`config.mk`:
```
export PLATFORM = sky130hd
export DESIGN_NAME = line_burst_responder_flat
export DESIGN_NICKNAME = d
export VERILOG_FILES = /design/src/rtl/line_burst_responder_if.sv /design/src/rtl/line_burst_responder.sv /design/src/flat_wrapper.sv
export SDC_FILE = /design/constraint.sdc
export NUM_CORES = 1
export LEC_CHECK = 0
export CORE_AREA = 5 5 295 297
export DETAILED_ROUTE_END_ITERATION = 16
export DIE_AREA = 0 0 300 302
export DONT_BUFFER_PORTS = 1
export GPL_TIMING_DRIVEN = 0
export HOLD_SLACK_MARGIN = 0.02
export REMOVE_ABC_BUFFERS = 1
export SLEW_MARGIN = 20
export SYNTH_ARGS = -nofsm -noshare
export SYNTH_HDL_FRONTEND = slang
export SYNTH_SLANG_ARGS = --single-unit
```
`constraint.sdc`:
```
create_clock -name clk -period 3.9 [get_ports clk]
set_input_delay 0.39 -clock clk [delete_from_list [all_inputs] [get_ports clk]]
set_output_delay 0.39 -clock clk [all_outputs]
set_load 0.005 [all_outputs]
```
`src/rtl/line_burst_responder_if.sv`:
```
// rtl/line_burst_responder_if.sv - line-side and memory-side signal bundle for line_burst_responder
//
// Purpose: groups the initiator line port, the physical-memory burst port and
// the statistics outputs into one bundle.
// Modports:
//   slave  - responder view (line_burst_responder): takes line requests and
//            memory responses, drives line response, burst requests, counters.
//   master - environment view: initiator plus memory, the mirror of slave.
// Signals:
//   line_read/line_write/line_address/line_wdata  initiator request, held until line_resp
//   line_resp/line_rdata                          one-cycle completion and assembled read line
//   mem_read/mem_write/mem_address/mem_wdata      burst request and current write beat
//   mem_rdata/mem_resp                            per-beat memory acknowledge and read data
//   rd_count/wr_count                             completed-transaction counters
interface line_burst_responder_if #(
    parameter int s_offset = 5,
    parameter int s_mask   = 2**s_offset,
    parameter int s_line   = 8*s_mask,
    parameter int s_beat   = 64
);
    logic              line_read;
    logic              line_write;
    logic [31:0]       line_address;
    logic [s_line-1:0] line_wdata;
    logic              line_resp;
    logic [s_line-1:0] line_rdata;
    logic              mem_read;
    logic              mem_write;
    logic [31:0]       mem_address;
    logic [s_beat-1:0] mem_wdata;
    logic [s_beat-1:0] mem_rdata;
    logic              mem_resp;
    logic [31:0]       rd_count;
    logic [31:0]       wr_count;

    modport slave (
        input  line_read, line_write, line_address, line_wdata, mem_rdata, mem_resp,
        output line_resp, line_rdata, mem_read, mem_write, mem_address, mem_wdata,
               rd_count, wr_count
    );

    modport master (
        output line_read, line_write, line_address, line_wdata, mem_rdata, mem_resp,
        input  line_resp, line_rdata, mem_read, mem_write, mem_address, mem_wdata,
               rd_count, wr_count
    );
endinterface

```
`src/rtl/line_burst_responder.sv`:
```
// rtl/line_burst_responder.sv - converts whole-line read/write requests into fixed-length memory bursts
//
// Purpose: accepts one held line request at a time, runs an s_burst-beat
// burst of s_beat-bit beats on the memory port at the line-aligned address,
// then pulses line_resp for one cycle. Write wins when both requests are high.
// Ports:
//   clk  - clock, all logic on the rising edge
//   rst  - synchronous active-high reset; aborts any burst without a response
//   bus  - line_burst_responder_if.slave (line port, memory port, counters)
// Configuration macro: LBR_STATS_EN builds the rd_count/wr_count transaction
// counters; when undefined both outputs are tied to zero.
module line_burst_responder #(
    parameter int s_offset = 5,
    parameter int s_mask   = 2**s_offset,
    parameter int s_line   = 8*s_mask,
    parameter int s_beat   = 64,
    parameter int s_burst  = s_line/s_beat
) (
    input  logic                       clk,
    input  logic                       rst,
    line_burst_responder_if.slave      bus
);
    localparam int CW = 2;

    typedef enum logic [1:0] {IDLE, RD_BURST, WR_BURST, DONE} state_t;

    state_t            state_q;
    logic [CW-1:0]     cnt_q;
    logic [CW-1:0]     cnt_d;
    logic              last_beat;
    logic [s_line-1:0] wdata_q;
    logic              line_resp_q;
    logic [s_line-1:0] line_rdata_q;
    logic              mem_read_q;
    logic              mem_write_q;
    logic [31:0]       mem_address_q;
    logic [s_beat-1:0] mem_wdata_q;

    assign cnt_d     = cnt_q + 1'b1;
    assign last_beat = (cnt_q == CW'(s_burst-1));

    always_ff @(posedge clk) begin
        if (rst) begin
            state_q       <= IDLE;
            cnt_q         <= '0;
            wdata_q       <= '0;
            line_resp_q   <= 1'b0;
            line_rdata_q  <= '0;
            mem_read_q    <= 1'b0;
            mem_write_q   <= 1'b0;
            mem_address_q <= '0;
            mem_wdata_q   <= '0;
        end else begin
            line_resp_q <= 1'b0;
            case (state_q)
                IDLE: begin
                    if (bus.line_write) begin
                        wdata_q       <= bus.line_wdata;
                        mem_address_q <= {bus.line_address[31:s_offset], {s_offset{1'b0}}};
                        mem_wdata_q   <= bus.line_wdata[s_beat-1:0];
                        cnt_q         <= '0;
                        mem_write_q   <= 1'b1;
                        state_q       <= WR_BURST;
                    end else if (bus.line_read) begin
                        mem_address_q <= {bus.line_address[31:s_offset], {s_offset{1'b0}}};
                        cnt_q         <= '0;
                        mem_read_q    <= 1'b1;
                        state_q       <= RD_BURST;
                    end
                end
                RD_BURST: begin
                    if (bus.mem_resp) begin
                        line_rdata_q[s_beat*int'(cnt_q) +: s_beat] <= bus.mem_rdata;
                        cnt_q <= cnt_d;
                        if (last_beat) begin
                            mem_read_q  <= 1'b0;
                            line_resp_q <= 1'b1;
                            state_q     <= DONE;
                        end
                    end
                end
                WR_BURST: begin
                    if (bus.mem_resp) begin
                        cnt_q <= cnt_d;
                        if (last_beat) begin
                            mem_write_q <= 1'b0;
                            line_resp_q <= 1'b1;
                            state_q     <= DONE;
                        end else begin
                            // present the next beat right after the current one is accepted
                            mem_wdata_q <= wdata_q[s_beat*int'(cnt_d) +: s_beat];
                        end
                    end
                end
                DONE: begin
                    state_q <= IDLE;
                end
                default: begin
                    state_q <= IDLE;
                end
            endcase
        end
    end

    assign bus.line_resp   = line_resp_q;
    assign bus.line_rdata  = line_rdata_q;
    assign bus.mem_read    = mem_read_q;
    assign bus.mem_write   = mem_write_q;
    assign bus.mem_address = mem_address_q;
    assign bus.mem_wdata   = mem_wdata_q;

    // line offset bits never reach the memory port
    logic unused_offset;
    assign unused_offset = &{1'b0, bus.line_address[s_offset-1:0]};

`ifdef LBR_STATS_EN
    logic [31:0] rd_count_q;
    logic [31:0] wr_count_q;
    logic        is_wr_q;

    always_ff @(posedge clk) begin
        if (rst) begin
            rd_count_q <= '0;
            wr_count_q <= '0;
            is_wr_q    <= 1'b0;
        end else begin
            // the IDLE cycle that launches a burst decides its direction
            if (state_q == IDLE) begin
                is_wr_q <= bus.line_write;
            end
            if (state_q == DONE) begin
                if (is_wr_q) begin
                    wr_count_q <= wr_count_q + 32'd1;
                end else begin
                    rd_count_q <= rd_count_q + 32'd1;
                end
            end
        end
    end

    assign bus.rd_count = rd_count_q;
    assign bus.wr_count = wr_count_q;
`else
    assign bus.rd_count = '0;
    assign bus.wr_count = '0;
`endif
endmodule

```
`src/flat_wrapper.sv`:
```
// flat-port wrapper written by rule: the top's interface ports become plain ports
module line_burst_responder_flat 
#(
    parameter int s_offset = 5,
    parameter int s_mask   = 2**s_offset,
    parameter int s_line   = 8*s_mask,
    parameter int s_beat   = 64,
    parameter int s_burst  = s_line/s_beat
)
  (clk, rst, bus_line_read, bus_line_write, bus_line_address, bus_line_wdata, bus_mem_rdata, bus_mem_resp, bus_line_resp, bus_line_rdata, bus_mem_read, bus_mem_write, bus_mem_address, bus_mem_wdata, bus_rd_count, bus_wr_count);
  line_burst_responder_if #(.s_offset(s_offset), .s_mask(s_mask), .s_line(s_line), .s_beat(s_beat)) bus_i ();
  input  logic clk;
  input  logic rst;
  input wire logic [$bits(bus_i.line_read)-1:0] bus_line_read;
  input wire logic [$bits(bus_i.line_write)-1:0] bus_line_write;
  input wire logic [$bits(bus_i.line_address)-1:0] bus_line_address;
  input wire logic [$bits(bus_i.line_wdata)-1:0] bus_line_wdata;
  input wire logic [$bits(bus_i.mem_rdata)-1:0] bus_mem_rdata;
  input wire logic [$bits(bus_i.mem_resp)-1:0] bus_mem_resp;
  output wire logic [$bits(bus_i.line_resp)-1:0] bus_line_resp;
  output wire logic [$bits(bus_i.line_rdata)-1:0] bus_line_rdata;
  output wire logic [$bits(bus_i.mem_read)-1:0] bus_mem_read;
  output wire logic [$bits(bus_i.mem_write)-1:0] bus_mem_write;
  output wire logic [$bits(bus_i.mem_address)-1:0] bus_mem_address;
  output wire logic [$bits(bus_i.mem_wdata)-1:0] bus_mem_wdata;
  output wire logic [$bits(bus_i.rd_count)-1:0] bus_rd_count;
  output wire logic [$bits(bus_i.wr_count)-1:0] bus_wr_count;
  assign bus_i.line_read = bus_line_read;
  assign bus_i.line_write = bus_line_write;
  assign bus_i.line_address = bus_line_address;
  assign bus_i.line_wdata = bus_line_wdata;
  assign bus_i.mem_rdata = bus_mem_rdata;
  assign bus_i.mem_resp = bus_mem_resp;
  assign bus_line_resp = bus_i.line_resp;
  assign bus_line_rdata = bus_i.line_rdata;
  assign bus_mem_read = bus_i.mem_read;
  assign bus_mem_write = bus_i.mem_write;
  assign bus_mem_address = bus_i.mem_address;
  assign bus_mem_wdata = bus_i.mem_wdata;
  assign bus_rd_count = bus_i.rd_count;
  assign bus_wr_count = bus_i.wr_count;
  line_burst_responder #(.s_offset(s_offset), .s_mask(s_mask), .s_line(s_line), .s_beat(s_beat), .s_burst(s_burst)) u_core (.clk(clk), .rst(rst), .bus(bus_i));
endmodule
```
==> impl_metrics.csv <==
group,metric,value,unit
run_status,status,"finished, final reports clean",
floorplanning,die-area,90600,µm²
synth,ys.flop_type,"dfxtp_1",
routing,drtIter0Drc,1909,
synth,synth.area.top_cells,"dfxtp_1 51%, nand2_1 9.0%, a22oi_1 8.1%, a21oi_1 6.0%, mux2i_1 5.5%",
floorplanning,die_width,300,µm
critical_path,cp_slowest_cell,"dfxtp_4",
critical_path,cp_common_cell,"nor3_1",
clock_network,htreeDepth,3,
global_routing,antenna_found_initial,17,
clock_network,clk_pin_slew,0.06,ns
final_layout,stdcell_area,31500,µm²
synth,synth_common_cells,"610 x dfxtp_1, 571 x nand2_1, 330 x nor2_1, 286 x a21oi_1, 257 x a22oi_1",
synth,synth_cell_type_count,37,
final_layout,fin_cells,4257,
critical_path,path_buf_inv,3,
final_layout,seqCellArea,12200,µm²
critical_path,endpoint_kind,"register",
power,leakage,0.0116,µW
routing,ant_nets,0,
final_layout,multi_input_comb_area,10300,µm²
timing,clock-skew-final,0.0273,ns
synth,synth_edf_count,0,
routing,vias,21700,
power,p_sw_frac,0.326,
final_layout,syn_to_final_growth,32.8,%
synth,netlist.area_leader.share,0.515,
power,ir_drop,366,µV
critical_path,cpPeakStageDelay,0.82,ns
critical_path,critPathMaxFanout,40,
critical_path,critPathLaunchType,"register",
critical_path,path_cells,"inv_1 -> ha_1 -> nand2b_4 -> buf_16 -> o22ai_1 -> nor3_1 -> nor3_1 -> dlygate4sd3_1",
synth,ys_ff_latch,610,
global_routing,track_usage,0.192,
final_layout,nFillCells,8367,
critical_path,criticalPathCategory,"reg -> reg",
clock_network,post_cts_resized,0,
routing,wl_per_cell,21.9,µm
critical_path,path_delay_family,"buffers and inverters",
placed_design,gp_congestion,0.801,
clock_network,cts_max_path_buffers,3,
routing,vias_per_cell,5.09,
synth,yosysMostFrequentCell,"dfxtp_1",
final_layout,drive_gt1_frac,0.0579,
floorplanning,rows,107,
clock_network,cts_tree,"yes",
global_routing,grt_pass1_vias,21400,
global_routing,grt-ovfl-total,0,
routing,drc_errors,0,
power,power.internal,13200,µW
power,clockPowerShare,0.352,
critical_path,worstPathArrival,4.31,ns
floorplanning,die_h,302,µm
power,p_sw,6410,µW
timing,holdWs,0.100,ns
power,p_total,19600,µW
synth,syn_avg_cell_area,8.50,µm²
synth,async_reset_ff_frac,0,
power,power.density,623,nW/µm²
clock_network,clock_latency,0.61,ns
final_layout,fin_nets,3476,
floorplanning,io_pins,776,
routing,dr.pass1.iters,7,
job,max_cap_violations,0,
worst_hold_path,min_path_type,"in -> reg",
timing,worstMarginPinSlew,1.11,ns
timing,hold_violations,0,
timing,tns,0,ns
synth,yosysTopAreaCell,"dfxtp_1",
clock_network,ctsRootBufferMaster,"clkbuf_16",
timing,finalMaxSlewViolations,0,
floorplanning,start_util,0.281,
global_routing,grt_max_degree,271,
synth,netlist_instances,2792,
floorplanning,core_area,84300,µm²
timing,rsz0062_at_grt,"no",
clock_network,clock_sinks,610,
synth,yosysSeqAreaShare,0.515,
clock_network,numCtsBuffers,70,
global_routing,grt_pass1_wl,136000,µm
timing,finalCritPeriodShare,0.979,
placed_design,dpl_cell_area,24700,µm²
placed_design,portBuffers,0,
timing,setup_viol,0,
timing,fin_crit,3.82,ns
critical_path,critPathRequiredTime,4.39,ns
power,share_comb_of_total_power,0.249,
routing,wirelength,93200,µm
timing,clock.fmax,0.262,GHz
placed_design,place_hpwl,58400,µm
critical_path,rrSetupSlack,0.08,ns
power,power_frac_seq,0.399,
timing,relSlewSlack,0.261,
placed_design,placedCellCount,3693,
synth,synth_area,23700,µm²
synth,yosysWarnings,0,
## cell usage in the layout (no fill, tap or decap), types with 7 or more instances in the layout
cell type,instances
clkinv_2,13
nand2_1,569
clkbuf_16,71
diode_2,7
a21oi_1,286
buf_6,10
nor2_1,329
nor3_1,128
clkbuf_1,11
nor2b_1,64
dlygate4sd3_1,430
bufinv_16,9
clkbuf_8,10
dfxtp_1,609
mux2i_1,131
conb_1,69
buf_16,20
ha_1,10
buf_4,10
o22ai_1,64
inv_1,7
a22oi_1,257
## stage by stage
| step | utilization | worst slack (ns) |
|---|---|---|
| 6_report | 0.374 | 0.0808 |
| 3_5_place_dp | 0.293 | 0.316 |
| 4_1_cts | 0.373 | 0.179 |
| 5_1_grt | 0.373 | 0.000415 |
| 3_3_place_gp | 0.282 | -10.69 |
| 2_1_floorplan | - | -4.72 |
## logic make-up (layout without fill, tap and decap cells)
| logic type | Yosys count | in the layout | share of synthesized area |
|---|---|---|---|
| adders and majority gates | 11 | 11 | 0.00580 |
| muxes | 132 | 132 | 0.0557 |
| DFF | 610 | 610 | 0.515 |
| other | 1 | 76 | 0.000158 |
| and+or+nand+nor | 1113 | 1113 | 0.193 |
| buffers and inverters | 309 | 609 | 0.0685 |
| AOI/OAI and AO/OA | 616 | 616 | 0.162 |
## power groups by stage
| stage | Sequential [µW] | Combinational (µW) | Clock (µW) |
|---|---|---|---|
| after floorplan | 7750 | 2810 | 0 |
| after global placement | 7930 | 4060 | 0 |
| after detailed placement | 7970 | 4120 | 0 |
| after CTS | 7830 | 4830 | 7070 |
| after global routing | 7940 | 5330 | 7350 |
| final | 7840 | 4880 | 6910 |
## what timing repair did
item | in CTS | in global routing
endpoints found under the setup margin | 0 | 0
buffers inserted | 0 | 0
hold endpoints to repair | 594 | 0
hold buffers | 433 | 0
## layout make-up
class,count,area share
Inverter,7,0.000834
Sequential cell,610,0.388
Multi-Input combinational cell,1941,0.326
Timing Repair Buffer,478,0.164
Clock buffer,92,0.0621
Antenna cell,7,0.000556
Tap cell,1090,0.0433
Clock inverter,32,0.0149
## per-layer routing
metal / vias up / GRT usage / wire length [µm]
met3: 182 / 0.0721 / 10500
li1: 9994 / - / -
met5: - / 0 / 19
met4: 2 / 0.0674 / 2850
met1: 10400 / 0.236 / 36800
met2: 1050 / 0.311 / 43100
## path summary, 6_finish.rpt
check             depth (start not counted)                        end               start
setup reg to reg                          8   u_core.bus.mem_wdata[56]     u_core.cnt_q[0]
hold / removal                            3  u_core.bus.mem_address[5]       bus_line_read
setup / recovery                          8   u_core.bus.mem_wdata[56]     u_core.cnt_q[0]
hold reg to reg                           2         u_core.wdata_q[80]  u_core.wdata_q[80]
## tightest hold or removal path: stages
cell and delay, ns:
o21ai_2 0.12, nand2_1 0.10, a21oi_1 0.05
## state kept, by name, indices dropped and copies added, names as in the netlist
| signal | cells |
|---|---|
| u_core.bus.mem_wdata | 64 |
| u_core.state_q | 2 |
| u_core.bus.mem_write | 1 |
| u_core.wdata_q | 256 |
| u_core.bus.mem_read | 1 |
| u_core.bus.line_resp | 1 |
| u_core.cnt_q | 2 |
| u_core.bus.mem_address | 27 |
| u_core.bus.line_rdata | 256 |
(Power assumes the default switching activity.)
